$ cat config.mk
export PLATFORM = sky130hd
export DESIGN_NAME = fetch_unit
export DESIGN_NICKNAME = d
export VERILOG_FILES = /design/src/rtl/fetch_unit.sv
export SDC_FILE = /design/constraint.sdc
export NUM_CORES = 1
export LEC_CHECK = 0
export ABC_AREA = 0
export ABC_CLOCK_PERIOD_IN_PS = 3900
export CORE_UTILIZATION = 44
export DETAILED_ROUTE_END_ITERATION = 6
export PLACE_DENSITY = 0.76
export SLEW_MARGIN = 5
export SYNTH_ARGS = -nofsm -noshare
export SYNTH_HDL_FRONTEND = slang
export SYNTH_SLANG_ARGS = --single-unit
$ cat constraint.sdc
create_clock -name clk -period 3.9 [get_ports clk]
set_input_delay 0.39 -clock clk [delete_from_list [all_inputs] [get_ports clk]]
set_output_delay 0.39 -clock clk [all_outputs]
set_load 0.02 [all_outputs]
$ cat src/rtl/fetch_unit.sv
// Instruction fetch stage: issues one outstanding imem request at a time and queues
// returned words, with their PC and misalignment flag, in a small FIFO toward decode.
module fetch_unit #(
    parameter int unsigned ADDR_W = 32,
    parameter int unsigned DATA_W = 32,
    parameter int unsigned DEPTH  = 2
) (
    input  logic              clk,
    input  logic              rst_n,
    input  logic [ADDR_W-1:0] pc_in,
    input  logic              pc_valid,
    output logic              pc_stall,
    input  logic              flush,
    output logic              imem_req,
    output logic [ADDR_W-1:0] imem_addr,
    input  logic              imem_rvalid,
    input  logic [DATA_W-1:0] imem_rdata,
    output logic              instr_valid,
    output logic [DATA_W-1:0] instr,
    output logic [ADDR_W-1:0] instr_pc,
    output logic              instr_misaligned,
    input  logic              instr_ready
);

    localparam int unsigned PW = $clog2(DEPTH);
    localparam int unsigned CW = $clog2(DEPTH + 1);

    typedef enum logic [1:0] {
        StIdle,
        StWait,
        StDrain
    } state_t;

    state_t            state_q;
    logic [ADDR_W-1:0] pc_q;
    logic              mis_q;

    logic [DATA_W-1:0] mem_data [DEPTH];
    logic [ADDR_W-1:0] mem_pc   [DEPTH];
    logic              mem_mis  [DEPTH];
    logic [PW-1:0]     wr_ptr_q;
    logic [PW-1:0]     rd_ptr_q;
    logic [CW-1:0]     count_q;

    logic accept;
    logic push;
    logic pop;

    // rst_n gates acceptance so the PC stage is held for the whole reset assertion.
    assign accept = rst_n & pc_valid & ~flush & (state_q == StIdle) & (count_q < CW'(DEPTH));
    assign push   = (state_q == StWait) & imem_rvalid & ~flush;
    assign pop    = instr_valid & instr_ready & ~flush;

    assign pc_stall  = pc_valid & ~accept;
    assign imem_req  = accept;
    assign imem_addr = accept ? {pc_in[ADDR_W-1:2], 2'b00} : '0;

    assign instr_valid      = (count_q != '0);
    assign instr            = instr_valid ? mem_data[rd_ptr_q] : '0;
    assign instr_pc         = instr_valid ? mem_pc[rd_ptr_q] : '0;
    assign instr_misaligned = instr_valid ? mem_mis[rd_ptr_q] : 1'b0;

    always_ff @(posedge clk or negedge rst_n) begin
        if (!rst_n) begin
            state_q <= StIdle;
            pc_q    <= '0;
            mis_q   <= 1'b0;
        end else begin
            case (state_q)
                StIdle: begin
                    if (accept) begin
                        state_q <= StWait;
                        pc_q    <= pc_in;
                        mis_q   <= |pc_in[1:0];
                    end
                end
                // A response in the flush cycle retires the request; data is dropped by push.
                StWait: begin
                    if (imem_rvalid) begin
                        state_q <= StIdle;
                    end else if (flush) begin
                        state_q <= StDrain;
                    end
                end
                StDrain: begin
                    if (imem_rvalid) begin
                        state_q <= StIdle;
                    end
                end
                default: state_q <= StIdle;
            endcase
        end
    end

    always_ff @(posedge clk or negedge rst_n) begin
        if (!rst_n) begin
            wr_ptr_q <= '0;
            rd_ptr_q <= '0;
            count_q  <= '0;
        end else if (flush) begin
            wr_ptr_q <= '0;
            rd_ptr_q <= '0;
            count_q  <= '0;
        end else begin
            if (push) begin
                wr_ptr_q <= wr_ptr_q + PW'(1);
            end
            if (pop) begin
                rd_ptr_q <= rd_ptr_q + PW'(1);
            end
            case ({push, pop})
                2'b10:   count_q <= count_q + CW'(1);
                2'b01:   count_q <= count_q - CW'(1);
                default: count_q <= count_q;
            endcase
        end
    end

    always_ff @(posedge clk) begin
        if (push) begin
            mem_data[wr_ptr_q] <= imem_rdata;
            mem_pc[wr_ptr_q]   <= pc_q;
            mem_mis[wr_ptr_q]  <= mis_q;
        end
    end

endmodule

==> metrics.txt <==
GRT Util Overall 17.4%; Post-Syn Instances about 420; fin crit share 75.6%; Worst Path Arrival 2.56 ns; Layout Utilization 60.8%; CTS Buffer Depth 2; worst path cell trace clkdlybuf4s50_1 > nor2_2 > nand4_4 > buf_4 > and2_1 > clkdlybuf4s50_1; sequential share of the synthesized area a little under three quarters; number of distinct library cells after synthesis 29; R2R Path Start state_q[1]; Layout Skew 0.00931 ns; Startpoint Class input pin; Seq cells post-synth 169; critical path peak fanout 34; DR DRC count 0; IR Drop Worst-Case VDD 0.000308 V; total negative setup slack 0 ns; RSZ-0062 raised after global routing false; met3 WL 767 microns; status finished, final reports clean; Die ar. 15900 sq um; reg2reg setup slack roughly 1.9 ns; Vias/cell approximately 5; class of the worst hold path input pin to asynchronous set/reset pin; Yosys warnings 0; Post-DP Area 8660 sq um; Layout area overhead 35.7%; die width 126 microns; top layer in use met4; DRT Pass-1 Iters 4; H-tree depth 4; fmax 339 MHz; Crit path top cell by count clkdlybuf4s50_1; Post-CTS Resized 0; core box area 15100 sq um; global-route wire length before repair around 21000 microns; CP Capture Type output port; initial core utilization 44.8%; clock period minus worst slack 2.95 ns; Final nets ~660; layout cell share with drive strength beyond 1 12.1%; crit path buf inv count 3; die height 126 microns; routability cong. 0.706; WL met2 6820 microns; Synth Cell Area 6790 sq um; Final Hold Viols 0; cts hold-fix bufs 0; synthesized area per cell 16.2 sq um; clock sink total 169; CTS root buffer clkbuf_16; Max-Cap Viols 0; # IOs 170; Critical Path RT 3.51 ns; leakage 3.23 nW; PwrDens ~440 nW/um^2; CTS tree built; setup violators final 0; Slew HR 52.6%; Reg-to-Reg End mem_pc[1][12]; Worst-path clk slew 0.06 ns; Min Hold Slack 0.107 ns; cell row count 45; clock network latency to the later pin of the worst-skew pair 0.42 ns; pin count of the biggest net entering global routing 40; routed len/inst 16.8 microns; Crit path max-delay family buffers and inverters; CTS buffer count 17; Final Max Slew Viols 0; crit-path max cell delay roughly 0.62 ns; HPWL Detailed 8390 microns; initial antenna violation count 1; worst-path cell with the longest stage delay clkdlybuf4s50_1; Vias 3897; number of global-route vias before repair 4043; post-route cell area 9210 sq um; antenna-violating nets left 0; Final Routed Wirelength 13300 microns; FF-to-FF path depth 4; Port Buffers 167; Crit Path Class input pin to output port; WL met1 about 5600 microns; Pwr Total 4.08 mW; gr ovfl total 0; 1st-iter DRT viols about 180; slew at the pin with the worst max-slew slack about 0.71 ns; Post-CTS Setup Inserts 0
power breakdown:
part / switching, mW / internal (mW) / total [mW]
logic: 0.136 / 0.225 / 0.361
clock network: 0.631 / 0.926 / 1.56
registers: 0.0778 / 2.09 / 2.16
stage by stage:
stage               instances  worst slack [ns]
floorplan                 420            -0.262
global placement          760              1.01
detailed placement        760             0.944
CTS                       792             0.932
global route              792             0.841
finish                    793             0.951
worst reg2reg max path, delay by kind of cell (launching register included):
family,cells,cell delay (ns)
AND/OR/NAND/NOR,3,0.76
buffers and inverters,1,0.46
flip-flops,1,0.42
cell families (layout without fill, tap and decap cells):
family	Yosys count	count (layout)	share of synthesized area, %
buf+inv	29	213	2.45
other cells	1	3	0.0553
xor+xnor	2	2	0.258
simple gates	113	113	8.00
compound gates	6	6	0.590
mux	99	99	16.7
flops	169	169	71.9
layout make-up:
cell class,count,area (sq um)
Clock inverter,12,108
Tap cell,188,235
Clock buffer,20,437
Timing Repair Buffer,175,1750
Sequential cell,169,4880
Inverter,6,22.5
Fill cell,1138,5940
Antenna cell,1,2.50
Multi-Input combinational cell,222,1770
metal layers:
layer,track usage (%),vias up
met1,20.5,1922
met4,4.68,0
met5,0,-
li1,-,1841
met3,6.54,10
met2,29.7,124
sequential cells by signal, indices dropped and copies added (netlist names):
register and count:
rd_ptr_q 1, state_q 2, mem_mis 2, mem_pc 64, mis_q 1, wr_ptr_q 1, pc_q 32, count_q 2
mem_data 64
worst max-delay path by stage:
stage	from	to	slack [ns]	cells after the start
final	flush	pc_stall	0.95	6
after floorplan	state_q[1]	mem_data[0][0]	-0.26	3
after global placement	flush	pc_stall	1.01	6
after detailed placement	flush	pc_stall	0.94	6
after CTS	rd_ptr_q	instr_pc[11]	0.93	4
after global routing	flush	pc_stall	0.84	6
cells in the mapped netlist (all sizes together):
master	number	area share, %
nor2	73	4.1
nand2b	3	0.28
edfxtp	130	58
and2	31	2.9
o21ai	2	0.15
clkbuf	6	0.37
nand3b	2	0.22
xor2	1	0.13
buf	17	1.8
dfrtp	39	14
o41ai	1	0.13
a21oi	1	0.074
or2	1	0.092
a21boi	1	0.11
nand4	1	0.31
inv	6	0.33
conb	1	0.055
mux2	32	6.9
nor3	1	0.074
a2111oi	1	0.13
xnor2	1	0.13
mux2i	67	9.9
nand2	1	0.055
layout by cell type (no fill, tap or decap), drive strengths merged:
cell	n
o41ai	1
mux2i	67
nand2	1
and2	31
diode	1
inv	6
nor3	1
a2111oi	1
nand3b	2
xor2	1
clkdlybuf4s50	166
dfrtp	39
nor2	73
clkbuf	20
clkinvlp	2
nand4	1
buf	9
or2	1
a21oi	1
edfxtp	130
nand2b	3
clkinv	8
xnor2	1
o21ai	2
mux2	32
bufinv	2
a21boi	1
conb	2
Note: power is estimated with default switching activity, not from simulation.
